### config.mk
export PLATFORM = sky130hd
export DESIGN_NAME = hazard_ctrl
export DESIGN_NICKNAME = d
export VERILOG_FILES = /design/src/rtl/hazard_ctrl.sv
export SDC_FILE = /design/constraint.sdc
export NUM_CORES = 1
export LEC_CHECK = 0
export BUFFER_PORTS_ARGS = -buffer_cell sky130_fd_sc_hd__buf_2
export CAP_MARGIN = 30
export CORE_ASPECT_RATIO = 1.75
export CORE_MARGIN = 1
export CORE_UTILIZATION = 53
export CTS_BUF_LIST = sky130_fd_sc_hd__clkbuf_4
export CTS_CLUSTER_DIAMETER = 120
export DETAILED_ROUTE_END_ITERATION = 8
export PLACE_DENSITY_LB_ADDON = 0.05
export SLEW_MARGIN = 20
export SYNTH_ARGS = -nofsm -noshare
export SYNTH_HDL_FRONTEND = slang
export SYNTH_SLANG_ARGS = --single-unit
export TNS_END_PERCENT = 30
### constraint.sdc
create_clock -name clk_i -period 2.69 [get_ports clk_i]
set_input_delay 0.1345 -clock clk_i [delete_from_list [all_inputs] [get_ports clk_i]]
set_output_delay 0.1345 -clock clk_i [all_outputs]
set_load 0.05 [all_outputs]
### src/rtl/hazard_ctrl.sv
// Pipeline hazard controller: load-use stalls, branch flushes and data-memory wait
// stalls, with a saturating stall counter and a sticky memory-wait timeout flag.
`timescale 1ns/1ps
module hazard_ctrl (
  input  logic        clk_i,
  input  logic        rst_i,
  input  logic [4:0]  IF_ID_rs_i,
  input  logic [4:0]  IF_ID_rt_i,
  input  logic [4:0]  ID_EX_rt_i,
  input  logic        ID_EX_memread_i,
  input  logic        branch_taken_i,
  input  logic        dmem_req_i,
  input  logic        dmem_ack_i,
  output logic        pc_write_o,
  output logic        IF_ID_write_o,
  output logic        IF_ID_flush_o,
  output logic        ID_EX_bubble_o,
  output logic        pipe_stall_o,
  output logic [15:0] stall_cnt_o,
  output logic        timeout_o,
  output logic [1:0]  state_o
);

  typedef enum logic [1:0] {
    RUN        = 2'b00,
    LOAD_STALL = 2'b01,
    MEM_WAIT   = 2'b10
  } state_t;

  state_t      state;
  state_t      state_next;
  logic [7:0]  wait_cnt;
  logic [15:0] stall_cnt;
  logic        timeout;
  logic        luh;
  logic        miss;

  // Register zero never carries a real dependency, so a load into it never stalls.
  always_comb begin
    luh  = ID_EX_memread_i && (ID_EX_rt_i != 5'd0) &&
           ((ID_EX_rt_i == IF_ID_rs_i) || (ID_EX_rt_i == IF_ID_rt_i));
    miss = dmem_req_i && !dmem_ack_i;
  end

  // Memory handshake: an access is requested with dmem_req_i and completes in the
  // cycle dmem_ack_i is high; req and ack together is a hit and costs nothing.
  // Once waiting, only dmem_ack_i matters.
  always_comb begin
    pc_write_o     = 1'b1;
    IF_ID_write_o  = 1'b1;
    IF_ID_flush_o  = 1'b0;
    ID_EX_bubble_o = 1'b0;
    pipe_stall_o   = 1'b0;
    state_next     = state;
    case (state)
      RUN, LOAD_STALL: begin
        if (miss) begin
          pipe_stall_o  = 1'b1;
          pc_write_o    = 1'b0;
          IF_ID_write_o = 1'b0;
          state_next    = MEM_WAIT;
        end else if (luh && (state == RUN)) begin
          // A concurrent taken branch is not flushed: it re-resolves next cycle.
          pc_write_o     = 1'b0;
          IF_ID_write_o  = 1'b0;
          ID_EX_bubble_o = 1'b1;
          state_next     = LOAD_STALL;
        end else begin
          IF_ID_flush_o = branch_taken_i;
          state_next    = RUN;
        end
      end
      MEM_WAIT: begin
        if (!dmem_ack_i) begin
          pipe_stall_o  = 1'b1;
          pc_write_o    = 1'b0;
          IF_ID_write_o = 1'b0;
        end else begin
          state_next = RUN;
        end
      end
      default: state_next = RUN;
    endcase
  end

  always_ff @(posedge clk_i or posedge rst_i) begin
    if (rst_i) begin
      state     <= RUN;
      stall_cnt <= 16'd0;
      wait_cnt  <= 8'd0;
      timeout   <= 1'b0;
    end else begin
      state <= state_next;
      if (!pc_write_o && (stall_cnt != 16'hFFFF))
        stall_cnt <= stall_cnt + 16'd1;
      if ((state != MEM_WAIT) && (state_next == MEM_WAIT))
        wait_cnt <= 8'd0;
      else if ((state == MEM_WAIT) && (wait_cnt != 8'hFF))
        wait_cnt <= wait_cnt + 8'd1;
      // Flag rises on the edge where the wait counter reaches 255.
      if ((state == MEM_WAIT) && (wait_cnt == 8'hFE))
        timeout <= 1'b1;
    end
  end

  always_comb begin
    stall_cnt_o = stall_cnt;
    timeout_o   = timeout;
    state_o     = state;
  end

endmodule

==> results of run 1 <==
-- metal layers --
| layer | GRT usage, % | vias up | part of all wire, % |
|---|---|---|---|
| met5 | 0 | - | 0 |
| met4 | 8.333 | 0 | 1.7 |
| met3 | 2.228 | 7 | 3.2 |
| met2 | 44.79 | 31 | 58 |
| met1 | 22.17 | 589 | 37 |
| li1 | - | 600 | - |
-- worst max-delay path: stages (launching register included) --
cell and delay, ns:
dfrtp_1 0.43, ha_1 0.20, nand4_1 0.22, nor4_4 0.47
or2b_2 0.23, o31ai_4 0.13, mux2_4 0.33
-- logic make-up after synthesis --
logic type | count (synthesis) | synth area share (%)
and+or+nand+nor | 63 | 23.98
xor gates and xnor gates | 29 | 16.61
DFF | 27 | 44.19
AOI/OAI and AO/OA | 14 | 7.938
buffers and inverters | 7 | 2.455
muxes | 3 | 2.373
adders and majority gates | 3 | 2.455
-- report_power, final --
group / total (mW) / internal [mW] / switching [mW]
registers: 0.576 / 0.484 / 0.0918
clock network: 0.180 / 0.0570 / 0.123
logic: 0.564 / 0.177 / 0.387
total: 1.32 / 0.718 / 0.602
-- cell usage in the layout, fill, tap and decap left out, types with 2 or more instances in the layout --
cell type	instances
buf_2	44
dfrtp_1	27
xor2_1	21
nor2_1	16
nand2_1	9
xnor2_1	8
nand3_1	7
nand4_1	4
a21oi_1	4
nor3_1	4
inv_1	4
and3_1	3
nor3_2	3
nand2b_1	3
nor2b_1	3
ha_1	3
clkbuf_4	3
o21ai_0	2
nor4_1	2
dlygate4sd3_1	2
-- repair_timing --
action / 4_1_cts / 5_1_grt
hold buffers: 2 / 0
setup buffers: 0 / 0
endpoints found under the setup margin: 0 / 0
endpoints found under the hold margin: 10 / 0
-- per-stage QoR --
step | hold slack, ns | setup WS, ns | instance area (µm²)
after CTS | 0.06974 | 0.5904 | 1844
after global placement | 0.3225 | 0.6985 | 1767
after floorplan | 0.1872 | 0.05748 | 1535
final | 0.08123 | 0.5895 | 1844
after detailed placement | 0.1648 | 0.6114 | 1794
after global routing | 0.08346 | 0.4786 | 1844
-- sequential cells by signal, summed over array words and instances, names as in the netlist --
register / flops
state_o: 2
timeout_o: 1
stall_cnt_o: 16
wait_cnt: 8
-- cell usage after synthesis, drive strengths merged --
library cell	n	area [µm²]
and3	3	18.77
a21oi	4	20.02
ha	3	37.54
o21ba	1	10.01
o31ai	1	21.27
mux2i	1	10.01
nand3b	1	7.510
inv	4	15.01
o31a	1	10.01
o21ai	2	10.01
nor2b	3	18.77
a41oi	1	8.760
o211ai	1	12.51
nor4	4	46.29
and4	1	8.760
dfrtp	27	675.7
nand2	9	33.78
nand2b	3	18.77
buf	2	18.77
nor2	16	60.06
nor3	7	50.05
mux2	2	26.27
or4	1	7.510
xnor2	8	70.07
a22oi	1	12.51
o21bai	1	7.510
and2	1	6.260
a31o	1	8.760
xor2	21	183.9
nand3	7	35.03
clkbuf	1	3.750
or2b	1	8.760
nor4b	1	8.760
nand4	5	37.53
-- layout make-up --
| class | count | area (µm²) |
|---|---|---|
| inverter | 4 | 15.01 |
| fill | 222 | 877.1 |
| sequential | 27 | 675.6 |
| clock buffer | 3 | 22.52 |
| clock inverter | 1 | 7.507 |
| timing repair buffer | 47 | 267.8 |
| multi-input combinational | 112 | 822.0 |
| tap | 27 | 33.78 |
-- how the worst max path moves through the flow --
stage,start,end,slack (ns),cells after the start
6_report,stall_cnt_o[0],stall_cnt_o[1],0.59,6
5_1_grt,stall_cnt_o[0],stall_cnt_o[1],0.48,6
4_1_cts,stall_cnt_o[0],stall_cnt_o[1],0.59,6
3_5_place_dp,stall_cnt_o[0],stall_cnt_o[1],0.61,6
3_3_place_gp,stall_cnt_o[0],stall_cnt_o[1],0.70,6
2_1_floorplan,state_o[1],stall_cnt_o[13],0.06,6
==> reports/metrics.csv, run 1 <==
stage,metric,value,unit
cells_and_area,diodes,0,
routing,ant_nets,0,
power,p_leak,0.8836,nW
timing,tightest_slew,0.5575,ns
die,die_w,42.60,µm
critical_path,r2r_cells,6,
cells_and_area,layout-drive-gt1-share,32.99,%
logic_synthesis,syn_inst,146,
cts,cts.clk_slew.worst_paths,0.14,ns
die,dieHeight,73.05,µm
routing,vias,1227,
global_routing,antenna_found_initial,0,
timing,tns,0,ns
cts,clock-sinks,27,
placed_design,place_hpwl,2529,µm
routing,drt-wirelength-per-cell,14.62,µm
logic_synthesis,avgSynthCellArea,10.47,µm²
logic_synthesis,synth_warnings,0,
critical_path,r2r_start,stall_cnt_o[0],
min_path,min_path_cells,3,
routing,drt_iter0_markers,14,
logic_synthesis,seq_area_frac_synth,44.19,%
cells_and_area,layout.nets,219,
power,ir_worst_vdd,0.5405,mV
cts,clk_latency,0.33,ns
critical_path,critPathRequiredTime,2.92,ns
timing,hold_viol,0,
cells_and_area,finalNonFillerCells,221,
die,initial_core_util,56.18,%
cts,root_buffer,clkbuf_4,
cts,htreeDepth,1,
die,coreArea,0.002721,mm²
min_path,min_to,state_o[1],
timing,fmax,0.4761,GHz
timing,slew-limit-headroom,62.76,%
placed_design,placedCellCount,215,
routing,finalWirelength,3230,µm
critical_path,arrival,2.33,ns
routing,dr.pass1.iters,4,
placed_design,io_buffers,44,
placed_design,place_congestion,0.7584,
cts,cts_inserted_buffers,3,
global_routing,grt_max_degree,19,
logic_synthesis,syn_area,0.001529,mm²
critical_path,worstReg2RegEnd,stall_cnt_o[1],
timing,period_share,78.09,%
min_path,hold_path_class,input port to flop,
global_routing,grt_remaining_overflow,0,
timing,fin_skew,0.003320,ns
cts,post_cts_resized,0,
run,maxCapViolCount,0,
cells_and_area,synthToLayoutAreaGrowth,20.62,%
timing,slew_viol_final,0,
global_routing,grt_pass1_wl,5237,µm
cts,clockBufferDepth,2,
critical_path,r2r_slack,0.59,ns
die,io_pins,45,
global_routing,track_usage,22.15,%
min_path,min-delay-start,dmem_req_i,
timing,period_minus_slack,2.101,ns
logic_synthesis,ys_types,40,
routing,drt-vias-per-instance,5.552,
routing,post-route-drc-count,0,
timing,setup_viol,0,
die,num_rows,25,
power,p_per_area,715.8,mW/mm²
logic_synthesis,ys_seq_elements,27,
power,finalPower,1.320,mW
critical_path,critPathCaptureType,flop,
die,die-area,0.003112,mm²
cells_and_area,utilization,67.77,%
critical_path,cp_max_fo,9,
timing,rsz0062_at_grt,false,
critical_path,crit_path_start_kind,flop,
cts,cts_tree,built,
outcome,outcome,completed,
global_routing,grt_pass1_vias,1224,
critical_path,critical_path_class,flop to flop,
logic_synthesis,syn-num-nets,170,
Power figures use the tool's default switching activity.
==> run 2: changes to the inputs <==
- clock period: 2.69 -> 2.2 ns (I/O delays scaled with it)
==> reports/metrics.csv, run 2 (synthesis results as in run 1) <==
stage,metric,value,unit
outcome,outcome,completed,
cells_and_area,synthToLayoutAreaGrowth,21.28,%
critical_path,crit_chain,nand2b_1 > a21oi_4 > o21ba_1 > buf_2,
power,finalPower,1.622,mW
cts,clock-sinks,27,
cells_and_area,utilization,68.14,%
run,maxCapViolCount,0,
global_routing,antenna_found_initial,0,
die,die_w,42.60,µm
placed_design,placedCellCount,217,
placed_design,place_hpwl,2588,µm
power,pwr-share-comb,42.6,%
cells_and_area,diodes,0,
routing,finalWirelength,3347,µm
critical_path,critical_path_class,flop to primary output,
timing,fin_hold_ws,0.1488,ns
global_routing,grt_pass1_wl,5720,µm
power,seqPwrFrac,43.5,%
timing,fin_skew,0.01809,ns
cells_and_area,layout-drive-gt1-share,35.71,%
cells_and_area,finalNonFillerCells,223,
timing,rsz0062_at_grt,false,
critical_path,cp_max_fo,10,
power,pwr-share-clk,13.9,%
critical_path,crit_path_start_kind,flop,
die,dieHeight,73.05,µm
min_path,hold_path_class,input port to flop,
cells_and_area,largest_register_ffs,16,
routing,ant_nets,0,
routing,drt-vias-per-instance,5.457,
die,die-area,0.003112,mm²
cells_and_area,layout.nets,221,
cts,clk_latency,0.33,ns
placed_design,io_buffers,44,
global_routing,grt_max_degree,28,
cts,cts.clk_slew.worst_paths,0.14,ns
timing,tightest_slew,0.5692,ns
power,internal_power,0.8827,mW
power,switching_share,45.57,%
critical_path,critPathRequiredTime,2.09,ns
placed_design,place_congestion,0.7732,
cts,cts_tree,built,
routing,drt-wirelength-per-cell,15.01,µm
power,power_switching,0.7391,mW
global_routing,grt_remaining_overflow,0,
timing,slew-limit-headroom,61.98,%
cells_and_area,mostFrequentLayoutCell,buf_2,
die,num_rows,25,
cts,clockBufferDepth,2,
critical_path,cp_top_family,compound AO/OA/AOI/OAI gates,
timing,tns,0,ns
routing,vias,1217,
timing,period_share,91.11,%
power,ir_worst_vdd,0.8005,mV
power,p_leak,0.8837,nW
cells_and_area,mostFrequentLayoutCells,"44 x buf_2, 24 x dfrtp_1, 21 x xor2_1, 16 x nor2_1, 9 x nand2_1",
cts,htreeDepth,1,
timing,period_minus_slack,2.004,ns
global_routing,track_usage,23.95,%
routing,dr.pass1.iters,4,
critical_path,slowest_stage,dfrtp_2,
die,coreArea,0.002721,mm²
routing,drt_iter0_markers,23,
cts,cts_inserted_buffers,3,
global_routing,grt_pass1_vias,1341,
critical_path,arrival,1.89,ns
power,p_per_area,874.6,mW/mm²
die,initial_core_util,56.18,%
timing,hold_viol,0,
cts,root_buffer,clkbuf_4,
critical_path,critPathCaptureType,primary output,
timing,slew_viol_final,0,
timing,fmax,0.4989,GHz
routing,post-route-drc-count,0,
critical_path,worst-path-buf-inv,1,
die,io_pins,45,
timing,setup_viol,0,
critical_path,critPathMaxStageDelay,0.47,ns
run 2: cell types whose count changed in the layout (fill, tap and decap cells not counted):
cell,delta
a21oi_4,+1
buf_16,-1
a21oi_1,-1
dfrtp_1,-3
buf_4,+3
dfrtp_2,+3
run 2: layer usage:
layer | track usage (%) | up-vias | part of all wire, %
met5 | 0 | - | 0
met4 | 12.15 | 0 | 2.5
met3 | 2.475 | 8 | 2.4
met2 | 46.50 | 25 | 58
met1 | 24.28 | 579 | 37
li1 | - | 605 | -
run 2: worst paths after layout:
kind                                   to      startpoint  slack (ns)  cells past startpoint
max                         IF_ID_write_o      state_o[1]        0.20                      4
min                            state_o[1]      dmem_req_i        0.15                      3
max reg2reg                stall_cnt_o[1]  stall_cnt_o[0]        0.24                      6
min reg2reg                     timeout_o       timeout_o        0.48                      1
max in group asynchronous  stall_cnt_o[0]           rst_i        1.56                      4
min in group asynchronous  stall_cnt_o[8]           rst_i        0.34                      4
run 2: final cells by class:
class / count / area (µm²)
Inverter: 4 / 15.01
Sequential cell: 27 / 679.4
Clock inverter: 1 / 7.507
Timing Repair Buffer: 49 / 262.8
Clock buffer: 3 / 22.52
Tap cell: 27 / 33.78
Multi-Input combinational cell: 112 / 833.3
Fill cell: 238 / 867.1
run 2: power by group through the flow:
stage | Clock, mW | Combinational, mW | Sequential [mW]
after floorplan | 0 | 0.289 | 0.939
after global placement | 0 | 0.672 | 0.705
after detailed placement | 0 | 0.692 | 0.712
after CTS | 0.234 | 0.696 | 0.705
after global routing | 0.248 | 0.741 | 0.726
final | 0.225 | 0.691 | 0.706
run 2: repair_timing:
action / CTS / global route
setup endpoints to repair: 0 / 0
hold buffers: 2 / 0
buffers inserted: 0 / 0
endpoints found under the hold margin: 28 / 0
resized for setup: 0 / 0
run 2: tightest hold or removal path, cell delays in order:
cell      delay [ns]
buf_2           0.11
nand2b_1        0.14
a21oi_1         0.09
run 2: metrics by stage:
stage / setup slack (ns) / instance area (µm²)
4_1_cts: 0.1773 / 1854
2_1_floorplan: 0.04833 / 1550
5_1_grt: 0.08743 / 1854
6_report: 0.1955 / 1854
3_5_place_dp: 0.2622 / 1804
3_3_place_gp: 0.3194 / 1804
==> run 3: changes to the inputs <==
- CORE_ASPECT_RATIO: 1.75 -> unset
==> reports/metrics.csv, run 3 (synthesis results as in run 1) <==
stage,metric,value,unit
routing,drt-wirelength-per-cell,12.95,µm
critical_path,r2r_start,stall_cnt_o[0],
die,die_w,55.71,µm
cts,clk_latency,0.32,ns
critical_path,worstReg2RegEnd,stall_cnt_o[1],
power,seqPwrFrac,43.7,%
cts,clockBufferDepth,2,
power,pwr-share-comb,42.5,%
critical_path,crit_start,stall_cnt_o[0],
cells_and_area,layout.nets,220,
die,dieHeight,55.71,µm
critical_path,critPathRequiredTime,2.43,ns
die,die-area,0.003104,mm²
run,maxCapViolCount,0,
timing,period_share,94.05,%
cts,post_cts_resized,0,
timing,rsz0062_at_grt,false,
cts,ctsHoldBuffers,2,
timing,slew-limit-headroom,66.49,%
cells_and_area,largest_register_ffs,16,
critical_path,critical_path_class,flop to flop,
routing,post-route-drc-count,0,
timing,tightest_slew,0.5016,ns
power,p_per_area,867.1,mW/mm²
global_routing,grt_remaining_overflow,0,
critical_path,worst-path-buf-inv,0,
global_routing,track_usage,20.54,%
routing,ant_nets,0,
cts,htreeDepth,1,
timing,hold_viol,0,
timing,fin_hold_ws,0.1341,ns
cells_and_area,multi_input_area,833.3,µm²
min_path,min_path_cells,3,
cells_and_area,diodes,0,
timing,fin_skew,0.003303,ns
cells_and_area,fillerInstances,229,
critical_path,slowest_stage,nor4_4,
power,p_leak,0.8783,nW
min_path,min_to,state_o[1],
cells_and_area,mostFrequentLayoutCells,"44 x buf_2, 24 x dfrtp_1, 21 x xor2_1, 16 x nor2_1, 9 x nand2_1",
cts,cts_tree,built,
placed_design,placed_cell_area,0.001802,mm²
cts,clock-sinks,27,
cts,root_buffer,clkbuf_4,
cts,cts_inserted_buffers,3,
routing,drt-vias-per-instance,5.336,
timing,postLayoutSetupSlackWorst,0.1308,ns
die,num_rows,19,
critical_path,r2r_cells,6,
global_routing,grt_pass1_wl,5119,µm
critical_path,cp_top_family,simple AND/OR/NAND/NOR gates,
cells_and_area,mostFrequentLayoutCell,buf_2,
timing,setup_viol,0,
min_path,min-delay-start,dmem_req_i,
cells_and_area,design_area,0.001852,mm²
cells_and_area,layout-drive-gt1-share,35.38,%
critical_path,crit_chain,ha_1 > nand4_1 > nor4_4 > or2b_2 > o31ai_4 > mux2_4,
routing,finalWirelength,2927,µm
outcome,outcome,completed,
power,ir_worst_vdd,0.8698,mV
global_routing,grt_pass1_vias,1187,
routing,drt_iter0_markers,24,
power,switching_share,45.07,%
routing,vias,1206,
global_routing,antenna_found_initial,0,
placed_design,place_congestion,0.7725,
cts,post_cts_buffers,0,
timing,tns,0,ns
placed_design,place_hpwl,2286,µm
routing,dr.pass1.iters,4,
die,initial_core_util,55.93,%
critical_path,r2r_slack,0.13,ns
placed_design,pre_cts_slack,0.1556,ns
power,power_switching,0.7236,mW
critical_path,cp_max_fo,9,
critical_path,critPathMaxStageDelay,0.47,ns
cells_and_area,synthToLayoutAreaGrowth,21.11,%
placed_design,io_buffers,44,
die,io_pins,45,
min_path,hold_path_class,input port to flop,
power,internal_power,0.8821,mW
critical_path,critPathCaptureType,flop,
timing,period_minus_slack,2.069,ns
timing,fmax,0.4833,GHz
critical_path,crit_path_start_kind,flop,
timing,slew_viol_final,0,
cells_and_area,seq_area,679.4,µm²
cts,cts.clk_slew.worst_paths,0.15,ns
global_routing,grt_max_degree,28,
die,coreArea,0.002734,mm²
power,pwr-share-clk,13.8,%
critical_path,arrival,2.30,ns
run 3: worst max path at each step:
stage / endpoint / slack [ns] / cells past startpoint
floorplan: ID_EX_bubble_o / 0.05 / 3
finish: stall_cnt_o[1] / 0.13 / 6
CTS: stall_cnt_o[1] / 0.13 / 6
global route: stall_cnt_o[1] / 0.02 / 6
detailed placement: stall_cnt_o[1] / 0.16 / 6
global placement: stall_cnt_o[1] / 0.22 / 6
run 3: metal layers:
metal  track usage [%]  vias up  part of all wire, %
li1                  -      602                    -
met1             25.69      579                   46
met2             35.97       21                   50
met3             3.023        4                  3.4
met4             7.500        0                 0.92
met5                 0        -                    0
run 3: per-stage QoR:
stage               util [%]  total power, mW  instances
finish                 67.73            1.606        226
global route           67.73            1.695        226
CTS                    67.73            1.620        226
detailed placement     65.90            1.389        220
global placement       65.90            1.372        220
floorplan                  -            1.228        146
run 3: cell type report:
class	instances	share of cell area, %
clock inverters	1	0.4054
inverters	4	0.8108
clock buffers	3	1.216
multi-input cells	112	45.00
flip-flops and latches	27	36.69
repair buffers	48	13.78
well taps	31	2.095
run 3: power by group through the flow:
stage	Sequential (mW)	Combinational (mW)	Clock, mW
CTS	0.700	0.688	0.233
floorplan	0.939	0.289	0
finish	0.702	0.683	0.221
global route	0.720	0.733	0.242
global placement	0.702	0.670	0
detailed placement	0.707	0.682	0
run 3: worst min-delay path: stages:
cell	delay (ns)
buf_2	0.11
nand2b_1	0.14
a21oi_1	0.09
